File: config.mk
export PLATFORM = sky130hd
export DESIGN_NAME = secded_syndrome_classifier
export DESIGN_NICKNAME = d
export VERILOG_FILES = /design/src/rtl/secded_pkg.sv /design/src/rtl/secded_parity_normalise.sv /design/src/rtl/secded_syndrome_classifier.sv
export SDC_FILE = /design/constraint.sdc
export NUM_CORES = 1
export LEC_CHECK = 0
export CORE_ASPECT_RATIO = 0.6
export CORE_UTILIZATION = 41
export DETAILED_ROUTE_END_ITERATION = 8
export PLACE_DENSITY = 0.78
export SLEW_MARGIN = 25
export SYNTH_ARGS = -nofsm -noshare
export SYNTH_HDL_FRONTEND = slang
export SYNTH_SLANG_ARGS = --single-unit
File: constraint.sdc
create_clock -name clk -period 1.5 [get_ports clk]
set_input_delay 0.3 -clock clk [delete_from_list [all_inputs] [get_ports clk]]
set_output_delay 0.3 -clock clk [all_outputs]
set_load 0.02 [all_outputs]
File: src/rtl/secded_pkg.sv
// Shared constants for the SECDED syndrome classifier: classification codes,
// codeword-mode codes and the parity widths of the reduced codeword sizes.
package secded_pkg;

    typedef enum logic [1:0] {
        NOF_NONE    = 2'b00,
        NOF_SINGLE  = 2'b01,
        NOF_DOUBLE  = 2'b10,
        NOF_ILLEGAL = 2'b11
    } nof_e;

    typedef enum logic [1:0] {
        CW_SMALL   = 2'b00,
        CW_MEDIUM  = 2'b01,
        CW_LARGE   = 2'b10,
        CW_ILLEGAL = 2'b11
    } cw_mode_e;

    // Parity bits (overall bit included) of the reduced codeword sizes
    localparam int unsigned SMALL_PW  = 4;
    localparam int unsigned MEDIUM_PW = 5;

endpackage

File: src/rtl/secded_parity_normalise.sv
// Mode-dependent remap of a parity vector: the low parity bits stay in place,
// unused middle bits are zeroed and the overall parity bit is moved to the MSB.
// Purely combinational; used once for received and once for recomputed parity.
module secded_parity_normalise
    import secded_pkg::*;
#(
    parameter int PARITY_WIDTH = 6
) (
    input  logic [1:0]              mode_i,
    input  logic [PARITY_WIDTH-1:0] par_i,
    output logic [PARITY_WIDTH-1:0] par_o
);

    // Widen to at least the medium size so the medium remap is always in range
    localparam int EXT_W = (PARITY_WIDTH > int'(MEDIUM_PW)) ? PARITY_WIDTH : int'(MEDIUM_PW);

    logic [EXT_W-1:0] par_ext_s;

    assign par_ext_s = EXT_W'(par_i);

    // Place the overall parity bit at the MSB and zero the bits the mode does not use
    always_comb begin
        par_o = {PARITY_WIDTH{1'b0}};
        case (cw_mode_e'(mode_i))
            CW_SMALL: begin
                par_o[SMALL_PW-2:0]    = par_ext_s[SMALL_PW-2:0];
                par_o[PARITY_WIDTH-1]  = par_ext_s[SMALL_PW-1];
            end
            CW_MEDIUM: begin
                par_o[MEDIUM_PW-2:0]   = par_ext_s[MEDIUM_PW-2:0];
                par_o[PARITY_WIDTH-1]  = par_ext_s[MEDIUM_PW-1];
            end
            CW_LARGE: begin
                par_o = par_ext_s[PARITY_WIDTH-1:0];
            end
            default: begin
                par_o = {PARITY_WIDTH{1'b0}};
            end
        endcase
    end

endmodule

File: src/rtl/secded_syndrome_classifier.sv
// SECDED syndrome classifier: normalises received/recomputed parity for the
// active codeword size, forms the syndrome, classifies it (none / single /
// double / illegal mode) and presents the result through a one-deep
// valid/ready output register. Captures the tag of the first double error.
// Optional build macro SECDED_STATS_EN adds saturating per-class counters.
module secded_syndrome_classifier
    import secded_pkg::*;
#(
    parameter int PARITY_WIDTH = 6,
    parameter int CNT_WIDTH    = 16,
    parameter int TAG_WIDTH    = 8
) (
    input  logic                    clk,
    input  logic                    rst,
    input  logic [1:0]              cw_mode,
    input  logic [PARITY_WIDTH-1:0] par_rx,
    input  logic [PARITY_WIDTH-1:0] par_calc,
    input  logic [TAG_WIDTH-1:0]    in_tag,
    input  logic                    in_valid,
    output logic                    in_ready,
    output logic                    out_valid,
    input  logic                    out_ready,
    output logic [1:0]              nof,
    output logic [PARITY_WIDTH-2:0] err_pos,
    output logic [TAG_WIDTH-1:0]    out_tag,
    output logic                    dbl_sticky,
    output logic [TAG_WIDTH-1:0]    dbl_tag,
    input  logic                    stat_clr
`ifdef SECDED_STATS_EN
    ,
    output logic [CNT_WIDTH-1:0]    cnt_single,
    output logic [CNT_WIDTH-1:0]    cnt_double,
    output logic [CNT_WIDTH-1:0]    cnt_illegal
`endif
);

    // Classify a syndrome; result is {nof, err_pos}
    function automatic logic [PARITY_WIDTH:0] classify(
        input logic [1:0]              mode,
        input logic [PARITY_WIDTH-1:0] syn
    );
        logic                    ovr;
        logic [PARITY_WIDTH-2:0] low;
        ovr = syn[PARITY_WIDTH-1];
        low = syn[PARITY_WIDTH-2:0];
        if (cw_mode_e'(mode) == CW_ILLEGAL) begin
            classify = {NOF_ILLEGAL, {(PARITY_WIDTH-1){1'b0}}};
        end else if (ovr) begin
            // Odd overall parity: single error; low part 0 means the overall bit itself
            classify = {NOF_SINGLE, low};
        end else if (low != {(PARITY_WIDTH-1){1'b0}}) begin
            classify = {NOF_DOUBLE, low};
        end else begin
            classify = {NOF_NONE, {(PARITY_WIDTH-1){1'b0}}};
        end
    endfunction

    logic [PARITY_WIDTH-1:0] norm_rx_s;
    logic [PARITY_WIDTH-1:0] norm_calc_s;
    logic [PARITY_WIDTH-1:0] syn_s;
    logic [PARITY_WIDTH:0]   cls_s;
    logic [1:0]              cls_nof_s;
    logic [PARITY_WIDTH-2:0] cls_pos_s;
    logic                    xfer_s;

    logic                    out_valid_q,  out_valid_d;
    logic [1:0]              nof_q,        nof_d;
    logic [PARITY_WIDTH-2:0] err_pos_q,    err_pos_d;
    logic [TAG_WIDTH-1:0]    out_tag_q,    out_tag_d;
    logic                    dbl_sticky_q, dbl_sticky_d;
    logic [TAG_WIDTH-1:0]    dbl_tag_q,    dbl_tag_d;

    secded_parity_normalise #(.PARITY_WIDTH(PARITY_WIDTH)) u_norm_rx (
        .mode_i (cw_mode),
        .par_i  (par_rx),
        .par_o  (norm_rx_s)
    );

    secded_parity_normalise #(.PARITY_WIDTH(PARITY_WIDTH)) u_norm_calc (
        .mode_i (cw_mode),
        .par_i  (par_calc),
        .par_o  (norm_calc_s)
    );

    assign syn_s     = norm_rx_s ^ norm_calc_s;
    assign cls_s     = classify(cw_mode, syn_s);
    assign cls_nof_s = cls_s[PARITY_WIDTH:PARITY_WIDTH-1];
    assign cls_pos_s = cls_s[PARITY_WIDTH-2:0];

    assign in_ready  = ~out_valid_q | out_ready;
    assign xfer_s    = in_valid & in_ready;

    // Output register next state: load on transfer, drain when accepted, else hold
    always_comb begin
        out_valid_d = out_valid_q;
        nof_d       = nof_q;
        err_pos_d   = err_pos_q;
        out_tag_d   = out_tag_q;
        if (xfer_s) begin
            out_valid_d = 1'b1;
            nof_d       = cls_nof_s;
            err_pos_d   = cls_pos_s;
            out_tag_d   = in_tag;
        end else if (out_ready) begin
            out_valid_d = 1'b0;
        end else begin
            out_valid_d = out_valid_q;
        end
    end

    // Sticky double-error capture; a same-cycle clear discards the new event
    always_comb begin
        dbl_sticky_d = dbl_sticky_q;
        dbl_tag_d    = dbl_tag_q;
        if (stat_clr) begin
            dbl_sticky_d = 1'b0;
            dbl_tag_d    = {TAG_WIDTH{1'b0}};
        end else if (xfer_s && (cls_nof_s == NOF_DOUBLE) && !dbl_sticky_q) begin
            dbl_sticky_d = 1'b1;
            dbl_tag_d    = in_tag;
        end else begin
            dbl_sticky_d = dbl_sticky_q;
        end
    end

    // State registers for the output stage and sticky capture
    always_ff @(posedge clk or negedge rst) begin
        if (!rst) begin
            out_valid_q  <= 1'b0;
            nof_q        <= NOF_NONE;
            err_pos_q    <= {(PARITY_WIDTH-1){1'b0}};
            out_tag_q    <= {TAG_WIDTH{1'b0}};
            dbl_sticky_q <= 1'b0;
            dbl_tag_q    <= {TAG_WIDTH{1'b0}};
        end else begin
            out_valid_q  <= out_valid_d;
            nof_q        <= nof_d;
            err_pos_q    <= err_pos_d;
            out_tag_q    <= out_tag_d;
            dbl_sticky_q <= dbl_sticky_d;
            dbl_tag_q    <= dbl_tag_d;
        end
    end

    assign out_valid  = out_valid_q;
    assign nof        = nof_q;
    assign err_pos    = err_pos_q;
    assign out_tag    = out_tag_q;
    assign dbl_sticky = dbl_sticky_q;
    assign dbl_tag    = dbl_tag_q;

`ifdef SECDED_STATS_EN
    // Increment that sticks at all-ones
    function automatic logic [CNT_WIDTH-1:0] sat_inc(input logic [CNT_WIDTH-1:0] v);
        if (v == {CNT_WIDTH{1'b1}}) begin
            sat_inc = v;
        end else begin
            sat_inc = v + CNT_WIDTH'(1'b1);
        end
    endfunction

    logic [CNT_WIDTH-1:0] cnt_single_q,  cnt_single_d;
    logic [CNT_WIDTH-1:0] cnt_double_q,  cnt_double_d;
    logic [CNT_WIDTH-1:0] cnt_illegal_q, cnt_illegal_d;

    // Per-class counter update; clear has priority over a same-cycle increment
    always_comb begin
        cnt_single_d  = cnt_single_q;
        cnt_double_d  = cnt_double_q;
        cnt_illegal_d = cnt_illegal_q;
        if (stat_clr) begin
            cnt_single_d  = {CNT_WIDTH{1'b0}};
            cnt_double_d  = {CNT_WIDTH{1'b0}};
            cnt_illegal_d = {CNT_WIDTH{1'b0}};
        end else if (xfer_s) begin
            case (nof_e'(cls_nof_s))
                NOF_SINGLE:  cnt_single_d  = sat_inc(cnt_single_q);
                NOF_DOUBLE:  cnt_double_d  = sat_inc(cnt_double_q);
                NOF_ILLEGAL: cnt_illegal_d = sat_inc(cnt_illegal_q);
                default:     cnt_single_d  = cnt_single_q;
            endcase
        end else begin
            cnt_single_d = cnt_single_q;
        end
    end

    // Counter registers
    always_ff @(posedge clk or negedge rst) begin
        if (!rst) begin
            cnt_single_q  <= {CNT_WIDTH{1'b0}};
            cnt_double_q  <= {CNT_WIDTH{1'b0}};
            cnt_illegal_q <= {CNT_WIDTH{1'b0}};
        end else begin
            cnt_single_q  <= cnt_single_d;
            cnt_double_q  <= cnt_double_d;
            cnt_illegal_q <= cnt_illegal_d;
        end
    end

    assign cnt_single  = cnt_single_q;
    assign cnt_double  = cnt_double_q;
    assign cnt_illegal = cnt_illegal_q;
`endif

endmodule
==> impl_metrics.json, run 1 <==
{
  "timing.reg2reg.setup_slack_ns": 0.17,
  "critPathKind": "input port to register",
  "worst_ir_drop_vdd_mv": 0.546,
  "overflow": 0,
  "fin_ws_ns": -0.203,
  "first_pass_iters": 4,
  "cp-start-kind": "input port",
  "worstHoldPathType": "input port to asynchronous set/reset pin",
  "crit_chain": "buf_12, inv_12, ha_4, a222oi_1, xnor2_1, o22ai_2, nor4_4, buf_12, mux2i_4",
  "syn_avg_cell_area_um2": 12.0,
  "drt-total-wl_um": 3190,
  "rsz0062_at_grt": "yes",
  "max_stage_delay_ns": 0.38,
  "insertedDiodeCount": 0,
  "drv_slew": 0,
  "net-switching-power_mw": 0.557,
  "clock_skew_ns": 0.00772,
  "setup_tns_ns": -1.41,
  "core_area_um2": 2660,
  "antenna_found_initial": 0,
  "start_util_pct": 46.2,
  "status": "finished with violations",
  "power.density_nw_per_um2": 866,
  "synth-seq-area-share_pct": 50.8,
  "die_y_um": 44.4,
  "via_per_inst": 4.82,
  "htreeDepth": 1,
  "syn2layout_area_growth_pct": 67.8,
  "grtUsageMet3_pct": 4.10,
  "max_slew.worst_pin.slew_ns": 0.348,
  "post-route-min-period_ns": 1.70,
  "vias": 1042,
  "gr-usage-all-layers_pct": 22.4,
  "drive_gt1_share_pct": 25.6,
  "power_leakage_nw": 0.961,
  "ys_warn_count": 0,
  "met2_usage_pct": 36.6,
  "ctsLongestPathBuffers": 2,
  "busiest_layer": "met2",
  "cts.clk_slew.worst_paths_ns": 0.09,
  "wl_per_cell_um": 14.8,
  "cts_buffers": 3,
  "grt_pass1_vias": 1073,
  "grt_max_degree": 26,
  "clockPowerShare_pct": 22.3,
  "crit_required_ns": 1.70,
  "final_nets": 209,
  "critPathCaptureType": "register",
  "swShare_pct": 31.1,
  "drtIter0Drc": 32,
  "critPathArrivalTime_ns": 1.90,
  "post-route-period-util_pct": 114,
  "cts_tree": "built",
  "std_cell_rows": 14,
  "cpMostUsedCell": "buf_12",
  "die_w_um": 72.7,
  "cts_root_buffer": "clkbuf_8",
  "gr-usage-met1_pct": 30.2,
  "ios": 53,
  "fmax_mhz": 587,
  "p_int_mw": 1.23,
  "cp_top_family": "compound AO/OA/AOI/OAI gates",
  "relSlewSlack_pct": 76.8,
  "ys_ff_latch": 25,
  "die_area_um2": 3230,
  "clock-sinks": 25,
  "cp_num_buf_inv": 3,
  "clock_latency_ns": 0.27,
  "pre_cts_slack_ns": -0.997,
  "hpwl_um": 2400,
  "hold_viol_final": 0,
  "cpMaxStageDelayCell": "a222oi_1",
  "detail-route-antenna-nets": 0,
  "portBuffers": 52,
  "cp_max_fo": 8,
  "grt_pass1_wl_um": 5240,
  "synth_fp_nets": 135,
  "post-route-drc-count": 0,
  "synth_cells": 103,
  "synth_area_um2": 1230,
  "drv_cap": 0,
  "violations": "negative setup slack",
  "combPwrFrac_pct": 33.4,
  "setup_viol": 8,
  "seq_power_share_pct": 44.3,
  "gp_congestion": 0.806,
  "power_mw": 1.79,
  "synth_cell_types": 22
}
==> layout by cell type, fill, tap and decap left out, types with 2 or more instances in the layout <==
master,instances
inv_1,2
nor2_1,3
dfrtp_1,25
nand2_1,4
buf_12,2
nand2b_1,17
xnor2_1,5
clkdlybuf4s50_1,18
a21oi_1,2
buf_4,20
ha_1,2
o31ai_1,2
clkbuf_8,3
a222oi_1,2
mux2_1,8
mux2i_1,7
dlygate4sd2_1,30
ha_4,2
==> final timing paths <==
path | start | end | cells past startpoint
max | cw_mode[0] | dbl_tag[0] | 9
min | rst | dbl_tag[7] | 2
max reg2reg | out_valid | dbl_tag[0] | 5
min reg2reg | out_tag[3] | out_tag[3] | 1
max in group asynchronous | rst | dbl_tag[5] | 2
min in group clk | out_tag[3] | out_tag[3] | 1
==> cell type report <==
cell class	count	area (um^2)
Multi-Input combinational cell	70	652
Inverter	4	30.0
Fill cell	182	597
Clock buffer	3	41.3
Tap cell	40	50.0
Sequential cell	25	626
Timing Repair Buffer	73	662
Clock inverter	1	5.00
==> per-stage QoR <==
| step | utilization, % | cells | instance area (um^2) | hold slack [ns] |
|---|---|---|---|---|
| 3_3_place_gp | 75.0 | 212 | 2000 | 0.471 |
| 6_report | 77.6 | 216 | 2070 | 0.386 |
| 5_1_grt | 77.6 | 216 | 2070 | 0.419 |
| 4_1_cts | 76.6 | 217 | 2040 | 0.396 |
| 2_1_floorplan | - | 103 | 1270 | 0.00441 |
| 3_5_place_dp | 75.0 | 212 | 2000 | 0.472 |
==> cell usage after synthesis (all sizes together) <==
master | instances | share of area [%]
nand2 | 5 | 1.5
ha | 5 | 5.1
a22o | 1 | 0.71
a32o | 1 | 0.81
o211ai | 1 | 1.0
nor2 | 4 | 1.2
nand2b | 19 | 9.7
inv | 4 | 1.2
o31ai | 3 | 1.8
nor4 | 1 | 1.7
buf | 1 | 0.41
o2bb2ai | 1 | 0.71
clkbuf | 3 | 0.91
o22ai | 1 | 1.0
a21oi | 3 | 1.2
o21ai | 1 | 0.41
a222oi | 2 | 1.6
xnor2 | 5 | 3.6
xor2 | 1 | 0.71
mux2 | 8 | 7.3
mux2i | 8 | 6.5
dfrtp | 25 | 51
==> power by group through the flow <==
stage          logic (mW)  registers, mW  clock network [mW]
2_1_floorplan       0.174          0.899                   0
3_3_place_gp        0.612          0.803                   0
3_5_place_dp        0.624          0.808                   0
4_1_cts             0.586          0.793               0.404
5_1_grt             0.636          0.803               0.428
6_report            0.598          0.792               0.399
==> sequential cells by signal (all words and copies together), names as in the netlist <==
signal and flops:
err_pos 5, dbl_tag 8, out_tag 8, nof 2
out_valid 1, dbl_sticky 1
==> cell families (layout without fill, tap and decap cells) <==
family                   count (synthesis)  in the layout  synth area share (%)
XOR/XNOR                                 6              6                  4.27
buffers and inverters                    8             81                  2.54
flip-flops                              25             25                  50.8
AO/OA/AOI/OAI                           14             14                  9.35
adder cells (fa/ha/maj)                  5              5                  5.08
multiplexers                            16             16                  13.8
AND/OR/NAND/NOR                         29             29                  14.1
==> metal layers <==
metal	up-vias	wire, um
met5	-	0
met4	0	47
met3	4	132
met2	39	1490
met1	499	1520
li1	500	-
==> timing repair <==
action                                  in CTS  in global routing
gates resized for setup                     47                 13
hold buffers                                 0                  0
setup buffers                                2                  0
endpoints found under the setup margin      41                 15
endpoints found under the hold margin        0                  0
pin swaps                                    7                  5
Note: power is estimated with default switching activity, not from simulation.
==> run 2, diff against run 1 <==
ABC_AREA = 1   (was unset)
CORE_UTILIZATION = 42   (was 41)
PLACE_DENSITY = 0.79   (was 0.78)
==> impl_metrics.json, run 2 <==
{
  "gp_congestion": 0.967,
  "cts_root_buffer": "clkbuf_8",
  "synth_area_um2": 1290,
  "die_area_um2": 3320,
  "cp_top_family": "simple AND/OR/NAND/NOR gates",
  "post-route-min-period_ns": 1.41,
  "portBuffers": 52,
  "crit_chain": "clkdlybuf4s50_1, nand2_1, inv_1, nor2_1, nand2_1, nand3_4, nand4_4, nand2_4, nand2_1, nand2_1",
  "via_per_inst": 4.78,
  "relSlewSlack_pct": 78.8,
  "post-route-drc-count": 0,
  "multi_input_area_um2": 611,
  "die_y_um": 45.0,
  "post-route-period-util_pct": 93.9,
  "gr-usage-all-layers_pct": 20.6,
  "drt-total-wl_um": 3270,
  "ys_warn_count": 0,
  "hold_buffers": 0,
  "antenna_found_initial": 0,
  "core_area_um2": 2910,
  "synth_cells": 162,
  "worst_ir_drop_vdd_mv": 0.498,
  "ios": 53,
  "cpMostUsedCell": "nand2_1",
  "critPathArrivalTime_ns": 1.62,
  "critPathCaptureType": "register",
  "synth_cell_types": 19,
  "synthTopCellsByCount": "nand2_1 (51), dfrtp_1 (25), inv_1 (21), nor2_1 (17), nand3_1 (12)",
  "htreeDepth": 1,
  "max_stage_delay_ns": 0.41,
  "cp-start-kind": "input port",
  "synthTopCellsByArea": "dfrtp_1 (48%), nand2_1 (15%), inv_1 (6.1%), nor2_1 (4.9%), ha_1 (4.8%)",
  "start_util_pct": 44.5,
  "hpwl_um": 2460,
  "insertedDiodeCount": 0,
  "clock_skew_ns": 0.00359,
  "nFillCells": 237,
  "power.density_nw_per_um2": 893,
  "syn_avg_cell_area_um2": 7.99,
  "power_leakage_nw": 1.13,
  "clock_latency_ns": 0.27,
  "worstHoldPathType": "input port to asynchronous set/reset pin",
  "final_cell_mix": "nand2_1 (46), dfrtp_1 (25), dlygate4sd2_1 (25)",
  "cts.clk_slew.worst_paths_ns": 0.08,
  "cp_max_fo": 8,
  "overflow": 0,
  "rsz0062_at_grt": "no",
  "drv_slew": 0,
  "fmax_mhz": 710,
  "die_w_um": 73.7,
  "ys_ff_latch": 25,
  "wl_per_cell_um": 12.1,
  "critPathKind": "input port to register",
  "drtIter0Drc": 94,
  "setup_tns_ns": 0,
  "grt_pass1_wl_um": 5090,
  "vias": 1287,
  "synth_fp_nets": 194,
  "final_nets": 260,
  "setup_viol": 0,
  "hold_viol_final": 0,
  "fin_util_pct": 68.4,
  "grt_max_degree": 26,
  "std_cell_rows": 15,
  "max_slew.worst_pin.slew_ns": 0.318,
  "drive_gt1_share_pct": 17.2,
  "first_pass_iters": 4,
  "synth_top_area_cell": "dfrtp_1",
  "yosysMostFrequentCell": "nand2_1",
  "register_area_um2": 626,
  "synth_largest_type_area_fraction_pct": 48.3,
  "cp_num_buf_inv": 2,
  "cts_tree": "built",
  "syn2layout_area_growth_pct": 53.6,
  "grt_pass1_vias": 1142,
  "async_flop_share_pct": 100,
  "synth-seq-area-share_pct": 48.3,
  "synth_edf_count": 0,
  "cpMaxStageDelayCell": "clkdlybuf4s50_1",
  "ctsLongestPathBuffers": 2,
  "ys.flop_type": "dfrtp_1",
  "status": "complete, no violations",
  "detail-route-antenna-nets": 0,
  "layout_commonest_cell": "nand2_1",
  "clock-sinks": 25,
  "crit_required_ns": 1.71,
  "cts_buffers": 3,
  "drv_cap": 0
}
==> run 2: changes by cell type in the layout (fill, tap and decap cells not counted), sizes merged, moves of 10 or more <==
cell    change
nand2      +52
nand2b     -19
inv        +18
nor2       +16
nand3      +13
buf        -12
o21ai      +10
==> run 2: kinds of logic (layout without fill, tap and decap cells) <==
group / Yosys count / after routing / share of synthesized area, %
compound gates: 15 / 15 / 6.38
fa+ha+maj: 5 / 5 / 4.83
buf+inv: 26 / 90 / 7.83
flops: 25 / 25 / 48.3
simple gates: 91 / 92 / 32.7
==> run 2: through the flow <==
| stage | area [um^2] | hold WS, ns | setup WS [ns] | power, mW | std cells |
|---|---|---|---|---|---|
| floorplan | 1290 | 0.00441 | 0.159 | 1.10 | 162 |
| global placement | 1930 | 0.466 | -0.486 | 1.42 | 263 |
| detailed placement | 1930 | 0.472 | -0.592 | 1.44 | 263 |
| CTS | 1970 | 0.394 | 0.0114 | 1.78 | 269 |
| global route | 1990 | 0.413 | 0.00172 | 1.87 | 269 |
| finish | 1990 | 0.379 | 0.0919 | 1.78 | 269 |
==> run 2: final timing paths <==
kind	start	slack (ns)	cells after the start	to
worst max-delay path	par_calc[5]	0.09	10	dbl_tag[4]
worst min-delay path	rst	0.38	2	out_tag[3]
worst max register to register	out_valid	0.16	8	dbl_tag[4]
worst min register to register	out_tag[6]	0.48	2	out_tag[6]
max in group asynchronous	rst	0.87	2	dbl_tag[7]
min in group clk	par_calc[2]	0.42	4	err_pos[2]
==> run 2: final cells by class <==
cell class | instances | area share, %
clock buffer | 4 | 2.26
inverter | 23 | 4.34
multi-input combinational | 112 | 30.7
sequential | 25 | 31.4
tap | 42 | 2.64
timing repair buffer | 63 | 28.6
==> run 2: layer usage <==
layer	GRT usage [%]	part of all wire, %	vias to the layer above
met4	3.85	0.89	0
met2	32.1	42	72
li1	-	-	633
met5	0	0	-
met3	5.80	8.7	4
met1	29.3	48	578
==> run 2: timing repair <==
action	CTS	global route
buffers inserted	1	0
endpoints found under the setup margin	37	11
gates resized for setup	33	16
gates cloned	1	0
pin swaps	3	9
==> run 2: power breakdown <==
| group | switching (mW) | leakage [nW] | total [mW] | internal [mW] |
|---|---|---|---|---|
| logic | 0.332 | 0.793 | 0.576 | 0.244 |
| clock network | 0.207 | 0.0228 | 0.397 | 0.190 |
| registers | 0.0469 | 0.313 | 0.804 | 0.757 |
==> run 3, diff against run 2 <==
clock period = 1.3 ns   (was 1.5 ns; I/O delays follow)
==> impl_metrics.json, run 3 (synthesized netlist as in run 2, its figures left out) <==
{
  "fmax_mhz": 764,
  "timing.reg2reg.setup_slack_ns": 0.02,
  "clock_latency_ns": 0.28,
  "die_y_um": 45.0,
  "fin_util_pct": 71.4,
  "cts_buffers": 3,
  "cpMaxStageDelayCell": "nand4_2",
  "grt_pass1_wl_um": 5350,
  "via_per_inst": 4.82,
  "final_cell_mix": "nand2_1 (39), dlygate4sd2_1 (34), dfrtp_1 (24)",
  "r2r-start": "out_valid",
  "register_area_um2": 627,
  "drv_cap": 0,
  "setup_viol": 2,
  "worstHoldPathType": "input port to asynchronous set/reset pin",
  "insertedDiodeCount": 0,
  "hold_ws_ns": 0.312,
  "clock-sinks": 25,
  "core_area_um2": 2910,
  "max_stage_delay_ns": 0.19,
  "rsz0062_at_grt": "yes",
  "nFillCells": 229,
  "cts_tree": "built",
  "dp.cells": 262,
  "drive_gt1_share_pct": 25.8,
  "hpwl_um": 2500,
  "busiest_layer": "met2",
  "post-route-period-util_pct": 101,
  "start_util_pct": 44.5,
  "critPathArrivalTime_ns": 1.48,
  "detail-route-antenna-nets": 0,
  "post-route-drc-count": 2,
  "antenna_found_initial": 0,
  "wl_per_cell_um": 13.4,
  "cpMostUsedCell": "nand2_1",
  "rr_endpoint": "dbl_tag[1]",
  "fin_ws_ns": -0.00963,
  "final_nets": 262,
  "cp_top_family": "simple AND/OR/NAND/NOR gates",
  "relSlewSlack_pct": 79.0,
  "crit_chain": "buf_6, inv_2, ha_2, nand2_1, nand2_1, nor2_1, nand2_1, nand3_4, nand4_2, nand3_1, nand2_1",
  "reg2reg_depth": 7,
  "cp_max_fo": 5,
  "power.density_nw_per_um2": 1010,
  "violations": "design-rule violations, negative setup slack",
  "cts_root_buffer": "clkbuf_8",
  "setup_tns_ns": -0.0188,
  "met2_usage_pct": 32.7,
  "layout_commonest_cell": "nand2_1",
  "clock_skew_ns": 0.0119,
  "die_area_um2": 3320,
  "post-route-min-period_ns": 1.31,
  "critPathCaptureType": "register",
  "drt-total-wl_um": 3620,
  "std_cell_rows": 15,
  "portBuffers": 52,
  "die_w_um": 73.7,
  "drv_slew": 0,
  "critPathKind": "input port to register",
  "fin_cells": 271,
  "syn2layout_area_growth_pct": 60.5,
  "gp_congestion": 0.925,
  "pre_cts_slack_ns": -0.776,
  "first_pass_iters": 6,
  "multi_input_area_um2": 673,
  "worst_ir_drop_vdd_mv": 0.635,
  "hold_viol_final": 0,
  "grt_max_degree": 26,
  "overflow": 0,
  "ios": 53,
  "grtUsageMet3_pct": 6.70,
  "crit_required_ns": 1.47,
  "grt_pass1_vias": 1158,
  "drtIter0Drc": 77,
  "htreeDepth": 1,
  "vias": 1305,
  "max_slew.worst_pin.slew_ns": 0.313,
  "cp_num_buf_inv": 2,
  "gr-usage-all-layers_pct": 22.8,
  "power_leakage_nw": 1.13,
  "cp-start-kind": "input port",
  "status": "finished with violations",
  "gr-usage-met1_pct": 31.6,
  "ctsLongestPathBuffers": 2,
  "cts.clk_slew.worst_paths_ns": 0.09,
  "hold_buffers": 0
}
-- run 3: cell types whose count changed in the layout (fill, tap and decap cells not counted), sizes merged --
| cell | delta |
|---|---|
| clkdlybuf4s15 | +2 |
| dlygate4sd2 | +9 |
| buf | +5 |
| clkbuf | -4 |
| clkinv | +1 |
| dlymetal6s2s | -3 |
| clkdlybuf4s50 | -8 |
-- run 3: per-stage QoR --
stage               cell area [um^2]  power [mW]
floorplan                       1300        1.28
global placement                1940        1.65
detailed placement              1940        1.66
CTS                             2010        2.08
global route                    2080        2.22
finish                          2080        2.10
-- run 3: worst register-to-register path, stage by stage, from the launching register on --
cell     delay, ns
dfrtp_2       0.43
nand2_4       0.09
nand2_4       0.06
nor2_4        0.14
nand4_4       0.16
nand2_4       0.18
nand2_2       0.09
nand2_2       0.06
-- run 3: final cells by class --
class,instances,share of cell area [%]
Multi-Input combinational cell,112,32.4
Sequential cell,25,30.2
Timing Repair Buffer,65,28.4
Inverter,23,4.27
Tap cell,42,2.53
Clock buffer,3,1.99
Clock inverter,1,0.241
-- run 3: timing repair --
item                                    4_1_cts  5_1_grt
pin swaps                                    13       16
setup buffers                                 4        2
gates cloned                                  1        0
endpoints found under the hold margin         0        0
endpoints found under the setup margin       39       24
resized for setup                            66       21
-- run 3: worst max-delay path by stage --
stage	from	endpoint	slack, ns	depth (start not counted)
finish	cw_mode[1]	dbl_tag[0]	-0.01	11
global route	cw_mode[1]	dbl_tag[1]	-0.10	12
CTS	out_valid	dbl_tag[4]	-0.05	8
detailed placement	cw_mode[0]	dbl_tag[1]	-0.78	12
global placement	cw_mode[0]	dbl_tag[4]	-0.69	11
floorplan	cw_mode[0]	dbl_tag[0]	0.006	11
-- run 3: routing by layer --
metal	wire length (um)	vias to the layer above	part of all wire, %
met4	72	0	2.0
met3	299	9	8.3
met2	1540	64	42
li1	-	634	-
met5	0	-	0
met1	1710	598	47
-- run 3: power by group --
group          total, mW  internal, mW  switching [mW]  leakage [nW]
Sequential         0.929         0.874          0.0542         0.312
Combinational      0.706         0.298           0.408         0.794
Clock              0.470         0.215           0.255        0.0255
Total               2.10          1.39           0.717          1.13
